<file path="config.mk">
export PLATFORM = sky130hd
export DESIGN_NAME = pwm_frame_ctrl_flat
export DESIGN_NICKNAME = d
export VERILOG_FILES = /design/src/rtl/pwm_frame_ctrl_if.sv /design/src/rtl/pwm_frame_ctrl.sv /design/src/flat_wrapper.sv
export SDC_FILE = /design/constraint.sdc
export NUM_CORES = 1
export LEC_CHECK = 0
export ABC_AREA = 1
export CORE_MARGIN = 3
export CORE_UTILIZATION = 53
export DETAILED_ROUTE_END_ITERATION = 8
export PLACE_DENSITY = 0.74
export SLEW_MARGIN = 0
export SYNTH_ARGS = -nofsm -noshare
export SYNTH_HDL_FRONTEND = slang
export SYNTH_SLANG_ARGS = --single-unit
</file>
<file path="constraint.sdc">
create_clock -name clk -period 20.4 [get_ports clk]
set_clock_uncertainty 0.1 [all_clocks]
set_input_delay 4.08 -clock clk [delete_from_list [all_inputs] [get_ports clk]]
set_output_delay 4.08 -clock clk [all_outputs]
set_load 0.02 [all_outputs]
</file>
<file path="src/rtl/pwm_frame_ctrl_if.sv">
// ---------------------------------------------------------------------------
// pwm_frame_ctrl_if
// Bundles the serial byte input and the PWM/status outputs of pwm_frame_ctrl.
//   rx_data      8 bits     received byte (source -> controller)
//   new_rx_data  1 bit      byte-valid flag, a rising edge marks one byte
//   pwm          CHANNELS   PWM outputs (controller -> sink)
//   frame_ok     1 bit      pulse: frame accepted into shadow
//   frame_err    1 bit      pulse: checksum mismatch or inter-byte timeout
//   busy         1 bit      frame reception in progress
//   pending      1 bit      shadow holds a frame not yet applied
// master = byte source / observer, slave = pwm_frame_ctrl.
// ---------------------------------------------------------------------------
interface pwm_frame_ctrl_if #(
  parameter int CHANNELS = 11
);
  logic [7:0]          rx_data;
  logic                new_rx_data;
  logic [CHANNELS-1:0] pwm;
  logic                frame_ok;
  logic                frame_err;
  logic                busy;
  logic                pending;

  modport master (
    output rx_data, new_rx_data,
    input  pwm, frame_ok, frame_err, busy, pending
  );

  modport slave (
    input  rx_data, new_rx_data,
    output pwm, frame_ok, frame_err, busy, pending
  );
endinterface

</file>
<file path="src/rtl/pwm_frame_ctrl.sv">
// ---------------------------------------------------------------------------
// pwm_frame_ctrl
// Multi-channel PWM generator whose duties arrive as framed bytes:
//   SYNC_BYTE, CHANNELS*BPC big-endian duty bytes (ch0 first), 8-bit sum.
// Good frames land in a shadow bank; the shadow is copied to the active
// duties only in the last cycle of a PWM period, so all channels switch
// together on a period boundary. Bad or stalled frames are dropped.
// Ports:
//   clk  system clock
//   rst  asynchronous reset, active-high
//   bus  pwm_frame_ctrl_if.slave (rx_data/new_rx_data in; pwm, frame_ok,
//        frame_err, busy, pending out -- all outputs registered)
// ---------------------------------------------------------------------------
module pwm_frame_ctrl #(
  parameter int         CHANNELS  = 11,
  parameter int         WIDTH     = 8,
  parameter logic [7:0] SYNC_BYTE = 8'hA5,
  parameter int         TIMEOUT   = 50000
) (
  input  logic              clk,
  input  logic              rst,
  pwm_frame_ctrl_if.slave   bus
);

  localparam int BPC = (WIDTH + 7) / 8;
  localparam int CW  = (CHANNELS > 1) ? $clog2(CHANNELS) : 1;
  localparam int SW  = (BPC > 1) ? $clog2(BPC) : 1;
  localparam int TW  = $clog2(TIMEOUT + 1);

  typedef enum logic [1:0] {
    IDLE  = 2'd0,
    DATA  = 2'd1,
    CHECK = 2'd2
  } state_t;

  state_t              state_q, state_d;
  logic                new_rx_data_q;
  logic [CW-1:0]       ch_q, ch_d;
  logic [SW-1:0]       sub_q, sub_d;
  logic [7:0]          sum_q, sum_d;
  logic [TW-1:0]       gap_q, gap_d;
  logic [WIDTH-1:0]    rx_buf_q [CHANNELS];
  logic [WIDTH-1:0]    rx_buf_d [CHANNELS];
  logic [WIDTH-1:0]    shadow_q [CHANNELS];
  logic [WIDTH-1:0]    shadow_d [CHANNELS];
  logic [WIDTH-1:0]    active_q [CHANNELS];
  logic [WIDTH-1:0]    active_d [CHANNELS];
  logic                pending_q, pending_d;
  logic [WIDTH-1:0]    cnt_q, cnt_d;
  logic [CHANNELS-1:0] pwm_q, pwm_d;
  logic                frame_ok_q, frame_ok_d;
  logic                frame_err_q, frame_err_d;
  logic                busy_q, busy_d;

  logic                byte_stb_s;
  logic                commit_s;
  logic                apply_s;
  logic [WIDTH+7:0]    asm_s;

  // Next-state logic: byte framing FSM, shadow/active banks, counter, outputs.
  always_comb begin
    byte_stb_s  = bus.new_rx_data & ~new_rx_data_q;
    state_d     = state_q;
    ch_d        = ch_q;
    sub_d       = sub_q;
    sum_d       = sum_q;
    gap_d       = gap_q;
    rx_buf_d    = rx_buf_q;
    shadow_d    = shadow_q;
    frame_ok_d  = 1'b0;
    frame_err_d = 1'b0;
    commit_s    = 1'b0;
    // Shift the new byte in from the right; after BPC bytes any stale or
    // surplus high bits have fallen off the WIDTH-bit register.
    asm_s       = {rx_buf_q[ch_q], bus.rx_data};

    case (state_q)
      IDLE: begin
        if (byte_stb_s && (bus.rx_data == SYNC_BYTE)) begin
          state_d = DATA;
          ch_d    = {CW{1'b0}};
          sub_d   = {SW{1'b0}};
          sum_d   = 8'd0;
          gap_d   = {TW{1'b0}};
        end else begin
          state_d = IDLE;
        end
      end

      DATA: begin
        if (byte_stb_s) begin
          rx_buf_d[ch_q] = asm_s[WIDTH-1:0];
          sum_d          = sum_q + bus.rx_data;
          gap_d          = {TW{1'b0}};
          if (sub_q == SW'(BPC - 1)) begin
            sub_d = {SW{1'b0}};
            if (ch_q == CW'(CHANNELS - 1)) begin
              ch_d    = {CW{1'b0}};
              state_d = CHECK;
            end else begin
              ch_d = ch_q + CW'(1);
            end
          end else begin
            sub_d = sub_q + SW'(1);
          end
        end else if (gap_q == TW'(TIMEOUT - 1)) begin
          frame_err_d = 1'b1;
          state_d     = IDLE;
        end else begin
          gap_d = gap_q + TW'(1);
        end
      end

      CHECK: begin
        if (byte_stb_s) begin
          state_d = IDLE;
          if (bus.rx_data == sum_q) begin
            shadow_d   = rx_buf_q;
            commit_s   = 1'b1;
            frame_ok_d = 1'b1;
          end else begin
            frame_err_d = 1'b1;
          end
        end else if (gap_q == TW'(TIMEOUT - 1)) begin
          frame_err_d = 1'b1;
          state_d     = IDLE;
        end else begin
          gap_d = gap_q + TW'(1);
        end
      end

      default: begin
        state_d = IDLE;
      end
    endcase

    // Apply uses the registered pending flag, so a frame committed in the
    // all-ones cycle itself waits for the next boundary.
    apply_s = pending_q && (cnt_q == {WIDTH{1'b1}});
    if (apply_s) begin
      active_d = shadow_q;
    end else begin
      active_d = active_q;
    end

    // A fresh commit always leaves pending set, even if an apply of the
    // previous shadow happens in the same cycle.
    if (commit_s) begin
      pending_d = 1'b1;
    end else if (apply_s) begin
      pending_d = 1'b0;
    end else begin
      pending_d = pending_q;
    end

    cnt_d = cnt_q + WIDTH'(1);

    for (int n = 0; n < CHANNELS; n++) begin
      pwm_d[n] = (active_q[n] > cnt_q);
    end

    busy_d = (state_d != IDLE);
  end

  // State and output registers with asynchronous reset.
  always_ff @(posedge clk or posedge rst) begin
    if (rst) begin
      state_q       <= IDLE;
      new_rx_data_q <= 1'b0;
      ch_q          <= {CW{1'b0}};
      sub_q         <= {SW{1'b0}};
      sum_q         <= 8'd0;
      gap_q         <= {TW{1'b0}};
      rx_buf_q      <= '{default: {WIDTH{1'b0}}};
      shadow_q      <= '{default: {WIDTH{1'b0}}};
      active_q      <= '{default: {WIDTH{1'b0}}};
      pending_q     <= 1'b0;
      cnt_q         <= {WIDTH{1'b0}};
      pwm_q         <= {CHANNELS{1'b0}};
      frame_ok_q    <= 1'b0;
      frame_err_q   <= 1'b0;
      busy_q        <= 1'b0;
    end else begin
      state_q       <= state_d;
      new_rx_data_q <= bus.new_rx_data;
      ch_q          <= ch_d;
      sub_q         <= sub_d;
      sum_q         <= sum_d;
      gap_q         <= gap_d;
      rx_buf_q      <= rx_buf_d;
      shadow_q      <= shadow_d;
      active_q      <= active_d;
      pending_q     <= pending_d;
      cnt_q         <= cnt_d;
      pwm_q         <= pwm_d;
      frame_ok_q    <= frame_ok_d;
      frame_err_q   <= frame_err_d;
      busy_q        <= busy_d;
    end
  end

  assign bus.pwm       = pwm_q;
  assign bus.frame_ok  = frame_ok_q;
  assign bus.frame_err = frame_err_q;
  assign bus.busy      = busy_q;
  assign bus.pending   = pending_q;

endmodule

</file>
<file path="src/flat_wrapper.sv">
// flat-port wrapper written by rule: the top's interface ports become plain ports
module pwm_frame_ctrl_flat 
#(
  parameter int         CHANNELS  = 11,
  parameter int         WIDTH     = 8,
  parameter logic [7:0] SYNC_BYTE = 8'hA5,
  parameter int         TIMEOUT   = 50000
)
  (clk, rst, bus_rx_data, bus_new_rx_data, bus_pwm, bus_frame_ok, bus_frame_err, bus_busy, bus_pending);
  pwm_frame_ctrl_if #(.CHANNELS(CHANNELS)) bus_i ();
  input  logic clk;
  input  logic rst;
  input wire logic [$bits(bus_i.rx_data)-1:0] bus_rx_data;
  input wire logic [$bits(bus_i.new_rx_data)-1:0] bus_new_rx_data;
  output wire logic [$bits(bus_i.pwm)-1:0] bus_pwm;
  output wire logic [$bits(bus_i.frame_ok)-1:0] bus_frame_ok;
  output wire logic [$bits(bus_i.frame_err)-1:0] bus_frame_err;
  output wire logic [$bits(bus_i.busy)-1:0] bus_busy;
  output wire logic [$bits(bus_i.pending)-1:0] bus_pending;
  assign bus_i.rx_data = bus_rx_data;
  assign bus_i.new_rx_data = bus_new_rx_data;
  assign bus_pwm = bus_i.pwm;
  assign bus_frame_ok = bus_i.frame_ok;
  assign bus_frame_err = bus_i.frame_err;
  assign bus_busy = bus_i.busy;
  assign bus_pending = bus_i.pending;
  pwm_frame_ctrl #(.CHANNELS(CHANNELS), .WIDTH(WIDTH), .SYNC_BYTE(SYNC_BYTE), .TIMEOUT(TIMEOUT)) u_core (.clk(clk), .rst(rst), .bus(bus_i));
endmodule
</file>
==> flow_metrics.tcl, run 1 <==
set metrics [dict create \
    status "completed" \
    avgRoutedWirePerCell_microns 15.33 \
    cts_resized 0 \
    holdWs_ns 0.3660 \
    reg2reg_slack_ns 16.57 \
    placedCellCount 2029 \
    post-cts-setup-buffer-count 0 \
    grt_pass1_wl_microns 53300 \
    worstSetupStartpointType "input pin" \
    drtPass1Iterations 6 \
    cts.path.max_buffers 3 \
    fin_area_sq_um 16390 \
    preCtsSetupSlack_ns 12.99 \
    tritoncts "built" \
    yosysTopAreaCellShare_pct 54.15 \
    end_kind "flop" \
    rsz0062_at_grt "false" \
    routabilityCongestion 0.8600 \
    stdcell_count 2092 \
    cap_violations 0 \
    ys.warnings.count 0 \
    grt_usage_pct 21.67 \
    hold_viol 0 \
    synth.top_cells.by_area "dfrtp_1 (54%), nand2_1 (13%), ha_1 (8.6%)" \
    die_h_microns 172.5 \
    layout_setup_ws_ns 13.52 \
    dp_hpwl_microns 18770 \
    die_w_microns 172.5 \
    power.density_nw_per_um2 81.57 \
    ir_worst_vdd_v 0.00006731 \
    syn_avg_cell_area_sq_um 8.706 \
    layout.nets 1807 \
    fmax_mhz 145.3 \
    p_leak_nw 8.840 \
    arrival_ns 7.22 \
    syn_area_sq_um 14700 \
    synth_ff_type "dfrtp_1" \
    cts.clk_slew.worst_paths_ns 0.06 \
    syn_inst 1688 \
    p_comb_share_pct 2.8 \
    io_buffers 25 \
    hp-start "u_core.rx_buf_q[22]" \
    ys_async_sr_fraction_pct 100.0 \
    insertion_delay_ns 0.51 \
    cts_hold_buf 0 \
    rows 60 \
    cts_sinks 318 \
    antenna_cells 0 \
    clockPowerShare_pct 49.4 \
    relSlewSlack_pct 25.85 \
    maxSlewViolCount 0 \
    dieArea_sq_um 29760 \
    wl_microns 32060 \
    synth_seq_cells 318 \
    io_pins 26 \
    grt_overflow 0 \
    placed_area_sq_um 15170 \
    yosysSeqAreaShare_pct 54.15 \
    min_path_cells 2 \
    required_ns 20.74 \
    min_period_ns 6.880 \
    fin_tns_setup_ns 0 \
    hold_end "u_core.shadow_q[22]" \
    reg2reg_from "u_core.cnt_q[0]" \
    area_growth_syn_to_layout_pct 11.52 \
    syn-num-nets 1801 \
    seqPwrFrac_pct 47.7 \
    grt_max_degree 185 \
    synth_enable_flop_cells 0 \
    power.switching_mw 0.2866 \
    worstMarginPinSlew_ns 1.112 \
    worstSetupPathType "in -> reg" \
    antenna_found_initial 0 \
    synth.distinct_cells 32 \
    switching_share_pct 21.44 \
    cp_max_fo 90 \
    cts_made_buffers 35 \
    min_path_type "reg -> reg" \
    vias 10950 \
    drive_gt1_share_pct 4.186 \
    drtIter0Drc 873 \
    yosys.area.top_type "dfrtp_1" \
    finalCritPeriodShare_pct 33.73 \
    synth.most_common_cell "nand2_1" \
    timing.rr.end "u_core.active_q[10]" \
    start_util_pct 54.22 \
    cts_root_buf "clkbuf_16" \
    r2r_cells 7 \
    drtAntennaViolNets 0 \
    grt_pass1_vias 10620 \
    coreArea_sq_um 27100 \
    yosys-top-cells-count "nand2_1 (490), dfrtp_1 (318), inv_1 (193), nor2_1 (150), a21oi_1 (146)" \
    setup_violations 0 \
    drc 0 \
    viasPerCell 5.235 \
    htree_num_levels 2 \
    internal_power_mw 1.050 \
]
-- kinds of logic (layout without fill, tap and decap cells) --
| family | after synthesis | count (layout) | synth area share, % |
|---|---|---|---|
| AOI/OAI and AO/OA | 282 | 282 | 9.911 |
| DFF | 318 | 318 | 54.15 |
| xor gates and xnor gates | 12 | 12 | 0.7152 |
| adders and majority gates | 102 | 102 | 8.736 |
| buffers and inverters | 256 | 288 | 7.024 |
| and+or+nand+nor | 718 | 718 | 19.46 |
-- layer usage --
layer	global-route usage (%)	up-vias	part of all wire, %
met4	6.522	0	2.2
met5	0	-	0
li1	-	5396	-
met1	30.42	5272	47
met2	35.30	234	47
met3	3.223	50	4.5
-- power by group through the flow --
stage	sequential [mW]	combinational, mW	clock (mW)
floorplan	0.649	0.0254	0
global placement	0.649	0.0376	0
detailed placement	0.649	0.0383	0
CTS	0.638	0.0387	0.671
global route	0.638	0.0434	0.701
finish	0.638	0.0378	0.661
-- critical path: stages --
cell	delay [ns]
clkdlybuf4s50_1	0.48
ha_1	0.42
nor4_2	0.41
nand3_2	0.09
buf_4	0.43
clkinv_2	0.26
buf_4	0.71
nand2_1	0.14
nand2_1	0.11
-- layout make-up --
type | count | area (sq um)
Clock buffer | 47 | 993.5
Clock inverter | 16 | 220.2
Fill cell | 2269 | 10710
Inverter | 196 | 744.5
Multi-Input combinational cell | 1114 | 5714
Sequential cell | 318 | 7958
Tap cell | 372 | 465.4
Timing Repair Buffer | 29 | 292.8
-- worst max-delay path by stage --
stage	from	end	slack, ns	depth (start not counted)
floorplan	rst	u_core.active_q[0]	7.42	1
global placement	bus_rx_data[5]	u_core.shadow_q[55]	13.15	9
detailed placement	bus_rx_data[5]	u_core.shadow_q[0]	12.99	9
CTS	bus_rx_data[5]	u_core.shadow_q[31]	13.53	9
global route	bus_rx_data[5]	u_core.shadow_q[31]	13.30	9
finish	bus_rx_data[5]	u_core.shadow_q[83]	13.52	9
-- state kept, by name (all words and copies together), names as in the netlist --
signal / flops
u_core.bus.frame_ok: 1
u_core.gap_q: 16
u_core.state_q: 2
u_core.bus.pwm: 11
u_core.ch_q: 4
u_core.shadow_q: 88
u_core.bus.pending: 1
u_core.cnt_q: 8
u_core.bus.frame_err: 1
u_core.new_rx_data_q: 1
u_core.sum_q: 8
u_core.active_q: 88
u_core.rx_buf_q: 88
u_core.bus.busy: 1
-- per-stage QoR --
step                      power (mW)  utilization [%]
after floorplan               0.6744                -
after global placement        0.6869            55.99
after global routing           1.382            60.47
after detailed placement      0.6878            55.99
after CTS                      1.348            60.47
final                          1.337            60.47
-- placed cells by master, fill, tap and decap left out, types with 2 or more instances in the layout --
| cell | instances |
|---|---|
| nand2_1 | 490 |
| clkinvlp_4 | 3 |
| xor2_1 | 11 |
| clkbuf_1 | 7 |
| clkinv_2 | 7 |
| clkbuf_8 | 3 |
| nand3_1 | 35 |
| clkbuf_16 | 37 |
| nor3_1 | 17 |
| clkdlybuf4s50_1 | 25 |
| inv_1 | 192 |
| a21oi_1 | 146 |
| buf_4 | 3 |
| nand4_1 | 19 |
| nor2_1 | 150 |
| a211oi_1 | 11 |
| bufinv_16 | 5 |
| dfrtp_1 | 318 |
| inv_2 | 2 |
| a21boi_0 | 2 |
| o21ai_0 | 118 |
| ha_1 | 101 |
Power figures use the tool's default switching activity.
==> run 2: changes to the inputs <==
==> constraint.sdc (replaced) <==
create_clock -name clk -period 7.1 [get_ports clk]
set_clock_uncertainty 0.1 [all_clocks]
set_input_delay 1.42 -clock clk [delete_from_list [all_inputs] [get_ports clk]]
set_output_delay 1.42 -clock clk [all_outputs]
set_load 0.02 [all_outputs]
==> run 2 against run 1 <==
  * Sequential share of layout area up 0.16 points
  * Core utilization shrank 0.20 points
  * Critical path depth is 1 lower
  * Count of clock-buffer cells in the layout unchanged
  * Sequential cell count unchanged
  * Sequential power grew to 2.9 times the previous value
  * Register-to-register slack lost 13 ns
  * Cell area decreased by 0.34%
  * Cell count did not move
  * Largest cell class unchanged
  * Highest routed layer unchanged
==> flow_metrics.tcl, run 2 (synthesis results as in run 1) <==
set metrics [dict create \
    io_pins 26 \
    top_regs "u_core.active_q x88, u_core.rx_buf_q x88, u_core.shadow_q x88" \
    insertion_delay_ns 0.51 \
    cts_hold_buf 0 \
    grt_pass1_vias 10850 \
    cp_cell_sequence "ha_1 -> nand3_1 -> nor3_2 -> nand4_4 -> buf_4 -> buf_4 -> nor2_1 -> a21oi_1" \
    p_leak_nw 8.827 \
    slowest_stage "dfrtp_1" \
    avgRoutedWirePerCell_microns 15.18 \
    routabilityCongestion 0.8839 \
    cap_violations 0 \
    cp_num_cells 8 \
    rows 60 \
    crit_family "simple AND/OR/NAND/NOR gates" \
    required_ns 7.36 \
    grt_usage_pct 21.66 \
    coreArea_sq_um 27100 \
    drc 0 \
    holdWs_ns 0.3613 \
    worstSetupStartpointType "flop" \
    crit_path_frequent_cell "buf_4" \
    finalCritPeriodShare_pct 53.60 \
    multi_input_area_sq_um 5714 \
    viasPerCell 5.238 \
    vias 10960 \
    final_common_cell "nand2_1" \
    hold_viol 0 \
    grt_overflow 0 \
    cts.path.max_buffers 3 \
    arrival_ns 4.06 \
    grt_max_degree 143 \
    die_h_microns 172.5 \
    die_w_microns 172.5 \
    cp_num_buf_inv 2 \
    cts_sinks 318 \
    antenna_cells 0 \
    io_buffers 25 \
    drive_gt1_share_pct 4.302 \
    crit_path_start "u_core.cnt_q[0]" \
    final_cell_mix "nand2_1 (490), dfrtp_1 (318), inv_1 (192)" \
    start_util_pct 54.22 \
    grt_pass1_wl_microns 53360 \
    dieArea_sq_um 29760 \
    reg2reg_slack_ns 3.29 \
    cts_resized 0 \
    power_mw 3.726 \
    power.density_nw_per_um2 228.1 \
    layout.nets 1812 \
    fin_tns_setup_ns 0 \
    wl_microns 31760 \
    drtAntennaViolNets 0 \
    dp_hpwl_microns 19150 \
    status "completed" \
    setup_violations 0 \
    post-cts-setup-buffer-count 0 \
    cts_made_buffers 35 \
    fin_area_sq_um 16330 \
    placed_area_sq_um 15210 \
    antenna_found_initial 0 \
    ff_latch_area_sq_um 7958 \
    slowest_delay_ns 0.92 \
    area_growth_syn_to_layout_pct 11.15 \
    min_period_ns 3.806 \
    fillers 2328 \
    worstSetupPathType "reg -> reg" \
    worstMarginPinSlew_ns 1.016 \
    reg2reg_from "u_core.cnt_q[0]" \
    tritoncts "built" \
    cts.clk_slew.worst_paths_ns 0.06 \
    r2r_cells 8 \
    cts_root_buf "clkbuf_16" \
    ir_worst_vdd_v 0.0001577 \
    timing.rr.end "u_core.active_q[9]" \
    end_kind "flop" \
    htree_num_levels 2 \
    drtPass1Iterations 5 \
    rsz0062_at_grt "false" \
    relSlewSlack_pct 32.28 \
    min_path_type "reg -> reg" \
    maxSlewViolCount 0 \
    cp_max_fo 70 \
    fmax_mhz 262.7 \
    endpoint "u_core.active_q[9]" \
    drtIter0Drc 806 \
]
run 2: final cells by class:
class / count / area share, %
clock buffer: 47 / 6.205
clock inverter: 11 / 0.6818
inverter: 196 / 4.535
multi-input combinational: 1114 / 34.99
sequential: 318 / 48.72
tap: 372 / 2.850
timing repair buffer: 34 / 2.022
run 2: where the power goes:
group | switching (mW) | internal [mW] | total, mW
registers | 0.0104 | 1.82 | 1.83
clock network | 0.711 | 1.07 | 1.78
logic | 0.0850 | 0.0250 | 0.110
total | 0.807 | 2.92 | 3.73
run 2: per-stage QoR:
step	instances	setup slack, ns	util [%]
finish	2092	3.294	60.27
global route	2092	3.005	60.27
CTS	2092	3.288	60.27
detailed placement	2034	2.889	56.12
global placement	2034	2.994	56.12
floorplan	1688	1.341	-
run 2: worst min-delay path by stage:
stage | startpoint | cells past startpoint | end
after floorplan | u_core.rx_buf_q[0] | 2 | u_core.shadow_q[0]
after global placement | u_core.rx_buf_q[17] | 2 | u_core.shadow_q[17]
after detailed placement | u_core.rx_buf_q[26] | 2 | u_core.shadow_q[26]
after CTS | u_core.rx_buf_q[19] | 2 | u_core.shadow_q[19]
after global routing | u_core.rx_buf_q[29] | 2 | u_core.shadow_q[29]
final | u_core.rx_buf_q[19] | 2 | u_core.shadow_q[19]
run 2: per-layer routing:
metal,global-route usage (%),wire length [microns],share of wire [%]
met1,28.94,14580,46
met3,3.620,1325,4.2
met5,0,0,0
met4,8.415,1086,3.4
met2,35.68,14760,46
run 2: worst register-to-register path, delay by kind of cell (launching register included):
family | cells | cell delay, ns
AOI/OAI and AO/OA | 1 | 0.06
adders and majority gates | 1 | 0.32
buffers and inverters | 2 | 0.96
DFF | 1 | 0.92
and+or+nand+nor | 4 | 1.31
==> run 3: changes to the inputs <==
--- a/config.mk
+++ b/config.mk
@@ -9,7 +9,7 @@
 export CORE_MARGIN = 3
 export CORE_UTILIZATION = 53
 export DETAILED_ROUTE_END_ITERATION = 8
-export PLACE_DENSITY = 0.74
+export PLACE_DENSITY = 0.77
 export SLEW_MARGIN = 0
 export SYNTH_ARGS = -nofsm -noshare
 export SYNTH_HDL_FRONTEND = slang
==> constraint.sdc (replaced) <==
create_clock -name clk -period 3.2 [get_ports clk]
set_clock_uncertainty 0.1 [all_clocks]
set_input_delay 0.64 -clock clk [delete_from_list [all_inputs] [get_ports clk]]
set_output_delay 0.64 -clock clk [all_outputs]
set_load 0.02 [all_outputs]
==> run 3 against run 2 <==
  * Non-clock buffer count is 11 higher
  * Largest cell class unchanged
  * Clock power grew 120%
  * Sequential cell count stayed put
  * Count of clock-buffer cells in the layout stayed put
  * Routed wire length increased by 1.5%
  * Die area did not move
  * Cell area grew 1.1%
==> flow_metrics.tcl, run 3 (synthesis results as in run 1) <==
set metrics [dict create \
    p_leak_nw 8.911 \
    cts_root_buf "clkbuf_16" \
    area_growth_syn_to_layout_pct 12.41 \
    final_cell_mix "nand2_1 (490), dfrtp_1 (318), inv_1 (192)" \
    worstMarginPinSlew_ns 0.8717 \
    dp_hpwl_microns 19820 \
    min_path_type "reg -> reg" \
    post-cts-setup-buffer-count 0 \
    cts_hold_buf 0 \
    finalCritPeriodShare_pct 72.74 \
    drc 0 \
    die_h_microns 172.5 \
    rsz0062_at_grt "false" \
    required_ns 2.46 \
    tritoncts "built" \
    drtPass1Iterations 5 \
    holdWs_ns 0.3645 \
    wl_met3_microns 1621 \
    slowest_delay_ns 0.64 \
    multi_input_area_sq_um 5714 \
    viasPerCell 5.284 \
    grt_pass1_vias 11050 \
    power_mw 8.284 \
    cts.clk_slew.worst_paths_ns 0.06 \
    cap_violations 0 \
    rows 60 \
    routabilityCongestion 0.9168 \
    drive_gt1_share_pct 5.357 \
    grt_max_degree 178 \
    final_common_cell "nand2_1" \
    min_period_ns 2.328 \
    maxSlewViolCount 0 \
    cp_num_buf_inv 1 \
    wl_met2_microns 15640 \
    io_pins 26 \
    hold_viol 0 \
    fillers 2204 \
    placed_area_sq_um 15360 \
    grt_usage_pct 22.21 \
    placedCellCount 2045 \
    slowest_stage "clkdlybuf4s50_1" \
    worstSetupStartpointType "flop" \
    start_util_pct 54.22 \
    grt_overflow 0 \
    fin_area_sq_um 16520 \
    power.density_nw_per_um2 501.5 \
    drtIter0Drc 1010 \
    cts_resized 0 \
    final_core_util_pct 60.96 \
    relSlewSlack_pct 41.82 \
    worstSetupPathType "reg -> out" \
    htree_num_levels 2 \
    arrival_ns 1.59 \
    coreArea_sq_um 27100 \
    ir_worst_vdd_v 0.0004448 \
    cp_max_fo 3 \
    antenna_found_initial 0 \
    cts_made_buffers 35 \
    vias 11140 \
    crit_family "buffers and inverters" \
    wl_met1_microns 14280 \
    cts.path.max_buffers 3 \
    cp_cell_sequence "clkdlybuf4s50_1" \
    end_kind "primary output" \
    drtAntennaViolNets 0 \
    layout_setup_ws_ns 0.8722 \
    preCtsSetupSlack_ns 0.3852 \
    grt_pass1_wl_microns 54810 \
    insertion_delay_ns 0.52 \
    stdcell_count 2109 \
    cts_sinks 318 \
    dr.max_layer_used "met4" \
    layout.nets 1823 \
    dieArea_sq_um 29760 \
    fmax_mhz 429.6 \
    avgRoutedWirePerCell_microns 15.28 \
    ff_latch_area_sq_um 7958 \
    io_buffers 25 \
    wl_microns 32230 \
    status "completed" \
    top_regs "u_core.active_q x88, u_core.rx_buf_q x88, u_core.shadow_q x88" \
    die_w_microns 172.5 \
    setup_violations 0 \
    fin_tns_setup_ns 0 \
]
-- run 3: changes by cell type in the layout (fill, tap and decap cells not counted), moves of 3 or more --
cell / before / now
clkbuf_1: 5 / 2
buf_4: 8 / 13
clkbuf_8: 5 / 10
clkinvlp_4: 2 / 7
buf_12: 1 / 7
-- run 3: per-layer routing --
layer | GRT usage (%) | up-vias
met5 | 0 | -
met4 | 6.320 | 0
met3 | 3.664 | 57
met2 | 37.62 | 273
met1 | 29.84 | 5380
li1 | - | 5434
-- run 3: power breakdown --
group          switching [mW]  total, mW  internal [mW]  leakage [nW]
sequential             0.0227       4.07           4.05          4.37
clock                    1.63       3.96           2.33         0.558
combinational           0.188      0.253         0.0657          3.98
-- run 3: path summary, 6_finish.rpt --
path,start,to,slack [ns],depth (start not counted)
max in group asynchronous,rst,u_core.rx_buf_q[50],1.83,4
min in group asynchronous,rst,u_core.rx_buf_q[9],0.42,3
min reg2reg,u_core.rx_buf_q[16],u_core.shadow_q[16],0.36,2
max reg2reg,u_core.cnt_q[6],u_core.bus.pwm[6],1.04,6
min,u_core.rx_buf_q[16],u_core.shadow_q[16],0.36,2
max,u_core.bus.pending,bus_pending,0.87,1
-- run 3: cell type report --
type	count	area share (%)
Multi-Input combinational cell	1114	34.59
Inverter	196	4.476
Clock buffer	47	6.180
Antenna cell	1	0.01515
Tap cell	372	2.818
Clock inverter	16	0.7953
Timing Repair Buffer	45	2.954
Sequential cell	318	48.17
